<file path="src/rtl/lsu_unit_if.sv">
// Handshake bundles around the load/store stage:
// EXU->LSU packet, LSU->WBU packet and the LSU memory port.
interface exu_lsu_if;
    logic         exu_valid;
    logic [108:0] exu_data;
    logic         lsu_ready;

    modport master (
        output exu_valid,
        output exu_data,
        input  lsu_ready
    );

    modport slave (
        input  exu_valid,
        input  exu_data,
        output lsu_ready
    );
endinterface

interface lsu_wbu_if;
    logic        lsu_valid;
    logic [37:0] lsu_data;
    logic        wbu_ready;

    modport master (
        output lsu_valid,
        output lsu_data,
        input  wbu_ready
    );

    modport slave (
        input  lsu_valid,
        input  lsu_data,
        output wbu_ready
    );
endinterface

interface lsu_mem_if;
    logic        mem_req_valid;
    logic        mem_req_ready;
    logic        mem_req_wen;
    logic [31:0] mem_addr;
    logic [31:0] mem_wdata;
    logic [3:0]  mem_wstrb;
    logic        mem_rsp_valid;
    logic        mem_rsp_ready;
    logic [31:0] mem_rdata;

    modport master (
        output mem_req_valid,
        input  mem_req_ready,
        output mem_req_wen,
        output mem_addr,
        output mem_wdata,
        output mem_wstrb,
        input  mem_rsp_valid,
        output mem_rsp_ready,
        input  mem_rdata
    );

    modport slave (
        input  mem_req_valid,
        output mem_req_ready,
        input  mem_req_wen,
        input  mem_addr,
        input  mem_wdata,
        input  mem_wstrb,
        output mem_rsp_valid,
        input  mem_rsp_ready,
        output mem_rdata
    );
endinterface

</file>
<file path="src/rtl/lsu_unit.sv">
// Load/store stage: captures the execute packet, runs one memory
// request/response if needed, then hands a writeback packet to WBU.
module lsu_unit #(
    parameter int WIDTH = 32
) (
    input  logic       clk,
    input  logic       rst,
    exu_lsu_if.slave   exu,
    lsu_wbu_if.master  wbu,
    lsu_mem_if.master  mem
);

    typedef enum logic [1:0] {
        S_IDLE,
        S_REQ,
        S_RESP,
        S_WB
    } state_t;

    typedef struct packed {
        logic [WIDTH-1:0] alu;
        logic [WIDTH-1:0] sd;
        logic             ren;
        logic             wen;
        logic [2:0]       op;
        logic [4:0]       rd;
        logic             reg_wen;
        logic [1:0]       wb_sel;
        logic [WIDTH-1:0] csr;
    } exu_pkt_t;

    state_t           state;
    state_t           state_nxt;
    exu_pkt_t         pkt;
    logic [WIDTH-1:0] load_val;
    logic [WIDTH-1:0] load_nxt;
    logic [WIDTH-1:0] shifted;
    logic [WIDTH-1:0] wdata;
    logic [WIDTH-1:0] rd_wdata;
    logic [3:0]       strb;
    logic [1:0]       off;
    logic             hs;
    logic             rsp_hs;
    logic             in_mem;

    assign hs     = exu.exu_valid & exu.lsu_ready;
    assign rsp_hs = mem.mem_rsp_valid & mem.mem_rsp_ready;
    assign in_mem = exu.exu_data[44] | exu.exu_data[43];
    assign off    = pkt.alu[1:0];

    always_ff @(posedge clk or negedge rst) begin
        if (!rst) begin
            state    <= S_IDLE;
            pkt      <= '0;
            load_val <= '0;
        end else begin
            state <= state_nxt;
            if (hs)
                pkt <= exu.exu_data;
            // only a read updates the load value
            if (rsp_hs && pkt.ren && !pkt.wen)
                load_val <= load_nxt;
        end
    end

    always_comb begin
        state_nxt = state;
        unique case (state)
            S_IDLE: begin
                if (exu.exu_valid)
                    state_nxt = in_mem ? S_REQ : S_WB;
            end
            S_REQ: begin
                if (mem.mem_req_ready)
                    state_nxt = S_RESP;
            end
            S_RESP: begin
                if (mem.mem_rsp_valid)
                    state_nxt = S_WB;
            end
            S_WB: begin
                if (wbu.wbu_ready)
                    state_nxt = S_IDLE;
            end
            default: state_nxt = S_IDLE;
        endcase
    end

    always_comb begin
        strb  = 4'b0000;
        wdata = pkt.sd;
        unique case (pkt.op)
            3'b000: begin
                strb  = 4'b0001 << off;
                wdata = {4{pkt.sd[7:0]}};
            end
            3'b001: begin
                strb  = 4'b0011 << off;
                wdata = {2{pkt.sd[15:0]}};
            end
            3'b010: begin
                strb  = 4'b1111;
                wdata = pkt.sd;
            end
            default: begin
                strb  = 4'b0000;
                wdata = pkt.sd;
            end
        endcase
    end

    always_comb begin
        shifted  = mem.mem_rdata >> {off, 3'b000};
        load_nxt = '0;
        unique case (pkt.op)
            3'b000:  load_nxt = {{24{shifted[7]}}, shifted[7:0]};
            3'b001:  load_nxt = {{16{shifted[15]}}, shifted[15:0]};
            3'b010:  load_nxt = shifted;
            3'b100:  load_nxt = {24'b0, shifted[7:0]};
            3'b101:  load_nxt = {16'b0, shifted[15:0]};
            default: load_nxt = '0;
        endcase
    end

    always_comb begin
        rd_wdata = pkt.alu;
        unique case (pkt.wb_sel)
            2'b01:   rd_wdata = load_val;
            2'b10:   rd_wdata = pkt.csr;
            default: rd_wdata = pkt.alu;
        endcase
    end

    assign exu.lsu_ready     = (state == S_IDLE);
    assign wbu.lsu_valid     = (state == S_WB);
    assign wbu.lsu_data      = {rd_wdata, pkt.rd, pkt.reg_wen};
    assign mem.mem_req_valid = (state == S_REQ);
    assign mem.mem_rsp_ready = (state == S_RESP);
    assign mem.mem_req_wen   = pkt.wen;
    assign mem.mem_addr      = {pkt.alu[31:2], 2'b00};
    assign mem.mem_wdata     = wdata;
    assign mem.mem_wstrb     = pkt.wen ? strb : 4'b0000;

endmodule

</file>
<file path="src/flat_wrapper.sv">
// flat-port wrapper written by rule: the top's interface ports become plain ports
module lsu_unit_flat 
#(
    parameter int WIDTH = 32
)
  (clk, rst, exu_exu_valid, exu_exu_data, exu_lsu_ready, wbu_lsu_valid, wbu_lsu_data, wbu_wbu_ready, mem_mem_req_valid, mem_mem_req_ready, mem_mem_req_wen, mem_mem_addr, mem_mem_wdata, mem_mem_wstrb, mem_mem_rsp_valid, mem_mem_rsp_ready, mem_mem_rdata);
  exu_lsu_if exu_i ();
  lsu_wbu_if wbu_i ();
  lsu_mem_if mem_i ();
  input  logic clk;
  input  logic rst;
  input wire logic [$bits(exu_i.exu_valid)-1:0] exu_exu_valid;
  input wire logic [$bits(exu_i.exu_data)-1:0] exu_exu_data;
  output wire logic [$bits(exu_i.lsu_ready)-1:0] exu_lsu_ready;
  output wire logic [$bits(wbu_i.lsu_valid)-1:0] wbu_lsu_valid;
  output wire logic [$bits(wbu_i.lsu_data)-1:0] wbu_lsu_data;
  input wire logic [$bits(wbu_i.wbu_ready)-1:0] wbu_wbu_ready;
  output wire logic [$bits(mem_i.mem_req_valid)-1:0] mem_mem_req_valid;
  input wire logic [$bits(mem_i.mem_req_ready)-1:0] mem_mem_req_ready;
  output wire logic [$bits(mem_i.mem_req_wen)-1:0] mem_mem_req_wen;
  output wire logic [$bits(mem_i.mem_addr)-1:0] mem_mem_addr;
  output wire logic [$bits(mem_i.mem_wdata)-1:0] mem_mem_wdata;
  output wire logic [$bits(mem_i.mem_wstrb)-1:0] mem_mem_wstrb;
  input wire logic [$bits(mem_i.mem_rsp_valid)-1:0] mem_mem_rsp_valid;
  output wire logic [$bits(mem_i.mem_rsp_ready)-1:0] mem_mem_rsp_ready;
  input wire logic [$bits(mem_i.mem_rdata)-1:0] mem_mem_rdata;
  assign exu_i.exu_valid = exu_exu_valid;
  assign exu_i.exu_data = exu_exu_data;
  assign exu_lsu_ready = exu_i.lsu_ready;
  assign wbu_lsu_valid = wbu_i.lsu_valid;
  assign wbu_lsu_data = wbu_i.lsu_data;
  assign wbu_i.wbu_ready = wbu_wbu_ready;
  assign mem_mem_req_valid = mem_i.mem_req_valid;
  assign mem_i.mem_req_ready = mem_mem_req_ready;
  assign mem_mem_req_wen = mem_i.mem_req_wen;
  assign mem_mem_addr = mem_i.mem_addr;
  assign mem_mem_wdata = mem_i.mem_wdata;
  assign mem_mem_wstrb = mem_i.mem_wstrb;
  assign mem_i.mem_rsp_valid = mem_mem_rsp_valid;
  assign mem_mem_rsp_ready = mem_i.mem_rsp_ready;
  assign mem_i.mem_rdata = mem_mem_rdata;
  lsu_unit #(.WIDTH(WIDTH)) u_core (.clk(clk), .rst(rst), .exu(exu_i), .wbu(wbu_i), .mem(mem_i));
endmodule
</file>
<file path="config.mk">
export PLATFORM = sky130hd
export DESIGN_NAME = lsu_unit_flat
export DESIGN_NICKNAME = d
export VERILOG_FILES = /design/src/rtl/lsu_unit_if.sv /design/src/rtl/lsu_unit.sv /design/src/flat_wrapper.sv
export SDC_FILE = /design/constraint.sdc
export NUM_CORES = 1
export LEC_CHECK = 0
export ABC_AREA = 1
export ABC_CLOCK_PERIOD_IN_PS = 4100
export BUFFER_PORTS_ARGS = -buffer_cell sky130_fd_sc_hd__buf_2
export CAP_MARGIN = 20
export CORE_ASPECT_RATIO = 0.75
export CORE_MARGIN = 8
export CORE_UTILIZATION = 55
export CTS_BUF_LIST = sky130_fd_sc_hd__clkbuf_16
export DETAILED_ROUTE_END_ITERATION = 12
export PLACE_DENSITY = 0.84
export SYNTH_ARGS = -nofsm -noshare
export SYNTH_HDL_FRONTEND = slang
export SYNTH_SLANG_ARGS = --single-unit
</file>
<file path="constraint.sdc">
create_clock -name clk -period 4.1 [get_ports clk]
set_clock_uncertainty 0.05 [all_clocks]
set_input_delay 1.23 -clock clk [delete_from_list [all_inputs] [get_ports clk]]
set_output_delay 1.23 -clock clk [all_outputs]
set_load 0.005 [all_outputs]
</file>
==> metrics, run 1 <==
crit-path max cell delay=610 ps; Lkg Pwr=4.92 nW; post-cts gate resize count=0; Sequential cell area=0.00358 mm²; Worst Tran Pin Value=823 ps; Max stage delay cell, worst path=nand2_1; Synth Flop Type=dfrtp_1; number of global-route vias before repair=6,712; largest net degree at the start of global routing=84; hpwl dp=16,100 µm; status=finished, final reports clean; post-placement cell area=0.00859 mm²; relative slew slack=0.450; Die Wd=151 µm; most used cell, CP=inv_1; final setup margin=634 ps; Core Box Area=0.0136 mm²; setup TNS=0 ps; CP required=2820 ps; clock buffer depth=2; crit start category=flip-flop; Rows=37; multi-input logic area=0.00319 mm²; met2 Track Usage GR=0.384; M1 GR Usage=0.324; Layout area overhead=21.7%; Slew Viols, Final=0; CTS Hold Buffers Added=0; Mapped Area=0.00756 mm²; Initial Util=0.557; number of remaining DRC errors=0; register clock-pin slew on the reported worst setup and hold paths=60 ps; crit-path cells=inv_1, nand2_1, inv_1, o21ai_0, buf_2; Crit. End Element=output port; DR iter-0 viols=456; FF+latch count, synth=143; grt met3 use=0.0634; WL final=21,800 µm; Post-synth EDFFs=0; clk_lat worst skew=410 ps; Final period util=0.845; port bufs=255; Placer Congestion=0.870; Die ar.=0.0178 mm²; Async SR Flop Fraction=1.00; CP Class=reg -> out; WL/cell=17.4 µm; clock period minus worst slack=3470 ps; final net count=1,222; number of buffers added for setup after CTS=0; GRT overflow=0; Vias/cell=5.31; warnings from Yosys=0; die height=118 µm; Worst Path Max Fanout=26; antenna-violating nets left=0; Hold Fails Final Rpt=0; VDD IR max=658 µV; synthesized area per cell=8.63 µm²; final-report setup violation count=0; layout cells sized above 1=0.345; CP Data Arrival Time=2190 ps; RSZ-0062 raised after global routing=false; GR Util All Layers=0.247; CTS tree=built; initial antenna violation count=4; grt peak-use layer=met2; hold crit path type=reg -> reg; TritonRoute pass-1 iters=5; first-pass GRT wire length=35,000 µm; Netlist cell types=26; setup slack at placement=1080 ps; via count=6,666; post-route cell area=0.00920 mm²; clk root buf=clkbuf_16; Max Cap Viol=0; H-tree depth=4; Num CTS Buffers=17; Power Total=0.00769 W; Mapped Cells=876; # clock sinks=143; PD cells=836 mW/mm²; IO Pins=258; register area share after synthesis=0.474; fill cell count=1,096; Achievable Freq=288 MHz; Hold WS=424 ps
==> synth_stat cells, types with 3 or more instances <==
cell,n,area share
buf_2,21,0.014
buf_6,3,0.0045
mux2_2,65,0.097
inv_2,4,0.0020
dfrtp_1,143,0.47
mux2_1,20,0.030
nand2_1,252,0.13
nand2_2,3,0.0025
o22ai_1,10,0.0083
o21ai_0,22,0.015
clkbuf_1,21,0.010
nand3_1,42,0.028
nor2_1,57,0.028
ha_1,7,0.012
buf_4,49,0.049
inv_1,50,0.025
o211ai_1,7,0.0070
a21oi_1,88,0.058
==> cell usage in the layout (no fill, tap or decap), drive strengths merged <==
cell type | synthesis | routed
ha | 7 | 7
a21oi | 88 | 88
dfrtp | 143 | 143
diode | 0 | 4
a22oi | 2 | 2
nand2 | 255 | 255
inv | 55 | 55
nand4 | 1 | 1
buf | 73 | 266
bufinv | 0 | 4
nor2 | 60 | 60
o21ai | 24 | 24
mux2 | 85 | 85
nand3 | 44 | 44
clkinvlp | 0 | 2
o22ai | 10 | 10
clkbuf | 21 | 17
o211ai | 7 | 7
clkinv | 0 | 5
conb | 1 | 2
==> power by group <==
part / internal (W) / switching [W]
Clock: 0.00100 / 0.000588
Combinational: 0.00158 / 0.00202
Sequential: 0.00208 / 0.000421
==> per-stage QoR <==
stage,instances,util
after floorplan,877,-
after global placement,1224,0.633
after detailed placement,1224,0.633
after CTS,1252,0.677
after global routing,1256,0.678
final,1256,0.678
==> final cells by class <==
class | instances | share of cell area
sequential | 143 | 0.389
tap | 175 | 0.0238
inverter | 55 | 0.0227
multi-input combinational | 585 | 0.347
timing repair buffer | 266 | 0.151
clock buffer | 17 | 0.0463
antenna | 4 | 0.00109
clock inverter | 11 | 0.0185
==> path summary, 6_finish.rpt <==
path	from	end	slack (ps)	cells past startpoint
worst max-delay path	u_core.pkt[42]$_DFFE_PN0P_	mem_mem_wdata[15]	630	5
worst min-delay path	u_core.load_val[16]$_DFFE_PN0P_	u_core.load_val[16]$_DFFE_PN0P_	420	2
worst max register to register	u_core.state[0]$_DFFE_PN0P_	u_core.load_val[21]$_DFFE_PN0P_	1850	6
worst min register to register	u_core.load_val[16]$_DFFE_PN0P_	u_core.load_val[16]$_DFFE_PN0P_	420	2
max in group asynchronous	rst	u_core.pkt[11]$_DFFE_PN0P_	2510	2
min in group asynchronous	rst	u_core.wbu.lsu_data[0]$_DFFE_PN0P_	720	1
==> sequential cells by signal, summed over array words and instances, names as in the netlist <==
signal                  count
u_core.pkt                 70
u_core.mem.mem_req_wen      1
u_core.mem.mem_addr        30
u_core.off                  2
u_core.state                2
u_core.load_val            32
u_core.wbu.lsu_data         6
==> logic make-up after synthesis <==
logic type | Yosys count | share of synthesized area
and+or+nand+nor | 360 | 0.191
muxes | 85 | 0.127
buffers and inverters | 149 | 0.105
adders and majority gates | 7 | 0.0116
other | 1 | 0.000496
AOI/OAI and AO/OA | 131 | 0.0914
DFF | 143 | 0.474
==> per-layer routing <==
metal  wire length [µm]  vias up
met1               9270     3175
li1                   -     3192
met3               1880       30
met4                401        0
met2              10300      269
met5                  0        -
==> critical path: cells and delay by family, from the launching register on <==
family	cells	cell delay, ps
AO/OA/AOI/OAI	1	230
buffers and inverters	3	540
flip-flops	1	390
AND/OR/NAND/NOR	1	610
Note: power is estimated with default switching activity, not from simulation.
==> run 2, diff against run 1 <==
- ABC_AREA: 1 -> 0
- ABC_CLOCK_PERIOD_IN_PS: 4100 -> 2900
- CORE_UTILIZATION: 55 -> 46
- PLACE_DENSITY: 0.84 -> 0.75
- clock period: 4.1 -> 2.9 ns (I/O delays scaled with it)
==> run 2 against run 1 <==
Synthesized cell count decreased by 26%. Worst setup slack got worse by 480 ps. Sequential cell count unchanged. Via count decreased by 14%. First-iteration DRC count decreased by 49%.
==> metrics, run 2 <==
status=finished, final reports clean; commonest cells after routing, fill and taps aside=buf_2, dfrtp_1, mux2_2, nand2_1; Synth top area share=0.482; Die ar.=0.0205 mm²; number of global-route vias before repair=5,940; Async SR Flop Fraction=1.00; Sequential cell area=0.00358 mm²; antenna-violating nets left=0; Core Box Area=0.0159 mm²; largest cells by area after synthesis=dfrtp_1, mux2_2, buf_4; PD cells=1220 mW/mm²; Lkg Pwr=4.50 nW; Commonest cells post-synth=dfrtp_1, mux2_2, nand2_1; initial antenna violation count=4; crit-path max cell delay=620 ps; CP Class=reg -> out; FF+latch count, synth=143; setup slack at placement=400 ps; CTS Hold Buffers Added=0; layout cells sized above 1=0.517; Initial Util=0.466; crit-path cells=buf_4, mux2i_1, a21oi_1, buf_2; critical path's top delay family=flip-flops; warnings from Yosys=0; multi-input logic area=0.00329 mm²; first-pass GRT wire length=32,500 µm; final-report setup violation count=0; hold crit path type=in -> async; DR iter-0 viols=234; relative slew slack=0.635; cell taking the most area after synthesis=dfrtp_1; number of remaining DRC errors=0; Hold Fails Final Rpt=0; Die Wd=163 µm; H-tree depth=4; VDD IR max=578 µV; CTS tree=built; largest net degree at the start of global routing=86; RSZ-0062 raised after global routing=false; Slew Viols, Final=0; fill cell count=1,422; dominant cell by count in the synthesized netlist=dfrtp_1; # clock sinks=143; CP required=1980 ps; max reg flops=70; clk root buf=clkbuf_16; Num CTS Buffers=17; via count=5,705; Worst Tran Pin Value=546 ps; clock period minus worst slack=2740 ps; clock buffer depth=2; clk_lat worst skew=410 ps; IO Pins=258; die height=126 µm; Crit. End Element=output port; Layout area overhead=25.1%; hpwl dp=15,500 µm; worst path bufs/invs=2; Max stage delay cell, worst path=dfrtp_1; synthesized area per cell=11.4 µm²; WL final=20,700 µm; Synth Flop Type=dfrtp_1; Vias/cell=5.29; Post-synth EDFFs=0; GR Util All Layers=0.201; most common cell after layout, fill and taps aside=buf_2; GRT overflow=0; Rows=40; register area share after synthesis=0.482; TritonRoute pass-1 iters=5; Max Cap Viol=0; crit start category=flip-flop; Mapped Area=0.00742 mm²; Worst Path Max Fanout=14; CP Data Arrival Time=1820 ps; Placer Congestion=0.803; Top reg by flops=u_core.pkt; Netlist cell types=42; final setup margin=156 ps; setup TNS=0 ps; register clock-pin slew on the reported worst setup and hold paths=60 ps; Final period util=0.946; Achievable Freq=364 MHz; final net count=1,009; port bufs=255; Mapped Cells=650; WL/cell=19.2 µm
## run 2: cell types whose count changed after synthesis, sizes merged, moves of 8 or more
cell	previous run	this run
nand2	255	60
a21oi	88	27
mux2	85	132
inv	55	9
a22oi	2	46
nand3	44	1
nor2	60	17
mux2i	0	28
o21ai	24	46
buf	73	60
o22ai	10	1
clkbuf	21	29
## run 2: through the flow
step	area, µm²	total power (W)	utilization	cells	hold WS, ps
after global placement	8640	0.00901	0.543	1044	434
after detailed placement	8640	0.00913	0.543	1044	440
final	9280	0.0113	0.583	1079	274
after global routing	9280	0.0122	0.583	1079	280
after floorplan	7420	0.00735	-	651	409
after CTS	9260	0.0114	0.582	1076	266
## run 2: path summary, 6_finish.rpt
path	depth (start not counted)	slack [ps]	from	to
hold reg to reg	1	450	u_core.wbu.lsu_data[3]$_DFFE_PN0P_	u_core.wbu.lsu_data[3]$_DFFE_PN0P_
min in group clk	1	450	u_core.wbu.lsu_data[3]$_DFFE_PN0P_	u_core.wbu.lsu_data[3]$_DFFE_PN0P_
hold / removal	1	270	rst	u_core.pkt[48]$_DFFE_PN0P_
max in group asynchronous	2	1750	rst	u_core.off[1]$_DFFE_PN0P_
setup reg to reg	6	700	u_core.state[0]$_DFFE_PN0P_	u_core.load_val[24]$_DFFE_PN0P_
setup / recovery	4	160	u_core.pkt[40]$_DFFE_PN0P_	mem_mem_wdata[24]
## run 2: cells by family after synthesis
| kind of cell | count (synthesis) | share of synthesized area |
|---|---|---|
| compound gates | 145 | 0.126 |
| fa+ha+maj | 7 | 0.0118 |
| other cells | 1 | 0.000505 |
| buf+inv | 98 | 0.0777 |
| simple gates | 96 | 0.0636 |
| flops | 143 | 0.482 |
| mux | 160 | 0.238 |
## run 2: layer usage
metal | wire length [µm] | share of wire | global-route usage | vias to the layer above
met3 | 1780 | 0.086 | 0.0732 | 23
li1 | - | - | - | 2704
met2 | 10100 | 0.49 | 0.331 | 204
met4 | 302 | 0.015 | 0.0538 | 2
met5 | 8 | 0.00039 | 0 | -
met1 | 8490 | 0.41 | 0.246 | 2772
## run 2: where the power goes
group / internal, W / total, W / leakage, nW / switching, W
registers: 0.00301 / 0.00381 / 1.73 / 0.000800
logic: 0.00280 / 0.00533 / 2.49 / 0.00253
clock network: 0.00135 / 0.00219 / 0.279 / 0.000846
total: 0.00715 / 0.0113 / 4.50 / 0.00418
## run 2: layout make-up
type                    instances  share of cell area
inverters                       9             0.00364
multi-input cells             410               0.354
repair buffers                274               0.163
well taps                     210              0.0283
clock buffers                  17              0.0458
flip-flops and latches        143               0.386
diodes                          3            0.000809
clock inverters                13              0.0178
## run 2: worst register-to-register path, delay by kind of cell, from the launching register on
| kind | cells | cell delay [ps] |
|---|---|---|
| fa+ha+maj | 1 | 280 |
| simple gates | 4 | 1260 |
| buf+inv | 1 | 130 |
| flops | 1 | 400 |
## run 2: timing repair
action	CTS	global route
gates resized for setup	0	5
pin swaps	1	0
setup buffers	2	0
endpoints found under the setup margin	8	35
==> run 3, diff against run 2 <==
==> constraint.sdc (replaced) <==
create_clock -name clk -period 2.9 [get_ports clk]
set_clock_uncertainty 0.05 [all_clocks]
set_input_delay 0 -clock clk [delete_from_list [all_inputs] [get_ports clk]]
set_output_delay 0 -clock clk [all_outputs]
set_load 0.005 [all_outputs]
==> run 3 against run 2 <==
Cell count up 12%. Core utilization up 7.6 points. Sequential power up 2%. Global-route usage up 2.7 points. Highest routed layer is now met4. Die area unchanged. Maximum frequency up 1.3%. Non-clock buffer count up 128. Power up 0.93%. Largest power group unchanged. Clock power about the same. Critical path depth up 1. Worst hold slack worse by 250 ps.
==> metrics, run 3 (synthesized netlist as in run 2, its figures left out) <==
CP Data Arrival Time=2990 ps; final-report setup violation count=0; clock period minus worst slack=2710 ps; final setup margin=192 ps; via count=6,365; Rows=40; relative slew slack=0.338; WL/cell=19.3 µm; final cell count without fillers=1,208; DR iter-0 viols=453; largest net degree at the start of global routing=69; Max Cap Viol=0; Layout area overhead=41.4%; layout cells sized above 1=0.440; Die Wd=163 µm; max reg flops=70; setup TNS=0 ps; GRT overflow=0; crit start category=flip-flop; VDD IR max=663 µV; most common cell after layout, fill and taps aside=buf_2; placed insts=1,041; commonest cells after routing, fill and taps aside=buf_2, dfrtp_1, dlygate4sd3_1, mux2_2, nand2_1; RSZ-0062 raised after global routing=false; Initial Util=0.466; Achievable Freq=369 MHz; Worst Tran Pin Value=993 ps; Final period util=0.934; GR Util All Layers=0.228; Worst R2R Start=u_core.pkt[40]$_DFFE_PN0P_; initial antenna violation count=2; Top reg by flops=u_core.pkt; die height=126 µm; antenna-violating nets left=0; HP Start=mem_mem_rdata[21]; CTS tree=built; Crit. End Element=flip-flop; clk_lat worst skew=400 ps; setup slack at placement=567 ps; IO Pins=258; hpwl dp=15,400 µm; Worst Path Max Fanout=22; crit-path max cell delay=740 ps; PD cells=1090 mW/mm²; Lkg Pwr=5.03 nW; first-pass GRT wire length=37,500 µm; Num CTS Buffers=17; clk root buf=clkbuf_16; # clock sinks=143; Max stage delay cell, worst path=dfrtp_1; Placer Congestion=0.836; number of buffers added for setup after CTS=0; H-tree depth=4; CP Class=reg -> reg; crit-path cells=or3b_2, a21oi_2, a32oi_1, dlygate4sd3_1, nand2_1; Core Box Area=0.0159 mm²; WL final=23,300 µm; Vias/cell=5.27; port bufs=255; TritonRoute pass-1 iters=5; hold crit path type=in -> reg; status=finished, final reports clean; CP required=3180 ps; Critical path origin=u_core.pkt[40]$_DFFE_PN0P_; final net count=1,137; Die ar.=0.0205 mm²; Hold Fails Final Rpt=0; Slew Viols, Final=0; clock buffer depth=2; register clock-pin slew on the reported worst setup and hold paths=60 ps; number of remaining DRC errors=0; number of global-route vias before repair=6,837
[run 3: changes by cell type in the layout (fill, tap and decap cells not counted), sizes merged]
cell,delta
buf,-5
clkinv,+1
diode,-1
dlygate4sd3,+133
inv,+1
[run 3: power by group]
| group | internal, W | switching [W] | total, W |
|---|---|---|---|
| Sequential | 0.00301 | 0.000878 | 0.00389 |
| Clock | 0.00133 | 0.000833 | 0.00217 |
| Combinational | 0.00278 | 0.00260 | 0.00538 |
| Total | 0.00712 | 0.00432 | 0.0114 |
[run 3: repair_timing]
item / in CTS / in global routing
hold buffers: 133 / 0
gates resized for setup: 0 / 1
hold endpoints to repair: 194 / 0
endpoints found under the setup margin: 0 / 1
[run 3: metrics by stage]
step	util	area, µm²	power [W]	hold WS (ps)
after floorplan	-	7420	0.00735	-346
after global placement	0.538	8570	0.00887	-4.47
after detailed placement	0.538	8570	0.00901	-3.14
after CTS	0.658	10500	0.0114	6.89
after global routing	0.659	10500	0.0122	17.3
final	0.659	10500	0.0114	22.6
[run 3: layout make-up]
cell class,instances,area [µm²]
fillers,1215,5420
clock buffers,17,425
inverters,9,33.8
diodes,2,5.00
repair buffers,402,2740
well taps,210,263
flip-flops and latches,143,3580
clock inverters,15,155
multi-input cells,410,3290
[run 3: metal layers]
metal / vias to the layer above / share of wire / wire, µm / track usage
met2: 232 / 0.50 / 11600 / 0.389
met3: 32 / 0.067 / 1570 / 0.0654
li1: 2964 / - / - / -
met5: - / 0 / 0 / 0
met4: 0 / 0.020 / 458 / 0.0597
met1: 3137 / 0.41 / 9650 / 0.279
[run 3: path summary, 6_finish.rpt]
kind	depth (start not counted)	to	slack [ps]
max	5	u_core.load_val[15]$_DFFE_PN0P_	190
min in group asynchronous	2	u_core.pkt[65]$_DFFE_PN0P_	90
min	5	u_core.load_val[13]$_DFFE_PN0P_	20
max in group asynchronous	3	u_core.pkt[22]$_DFFE_PN0P_	1890
max reg2reg	5	u_core.load_val[15]$_DFFE_PN0P_	190
min reg2reg	1	u_core.wbu.lsu_data[4]$_DFFE_PN0P_	450
[run 3: worst max-delay path: cells and delay by family (launching register included)]
kind                   cells  cell delay [ps]
DFF                        1              740
and+or+nand+nor            2              720
buffers and inverters      1              600
AOI/OAI and AO/OA          2              520
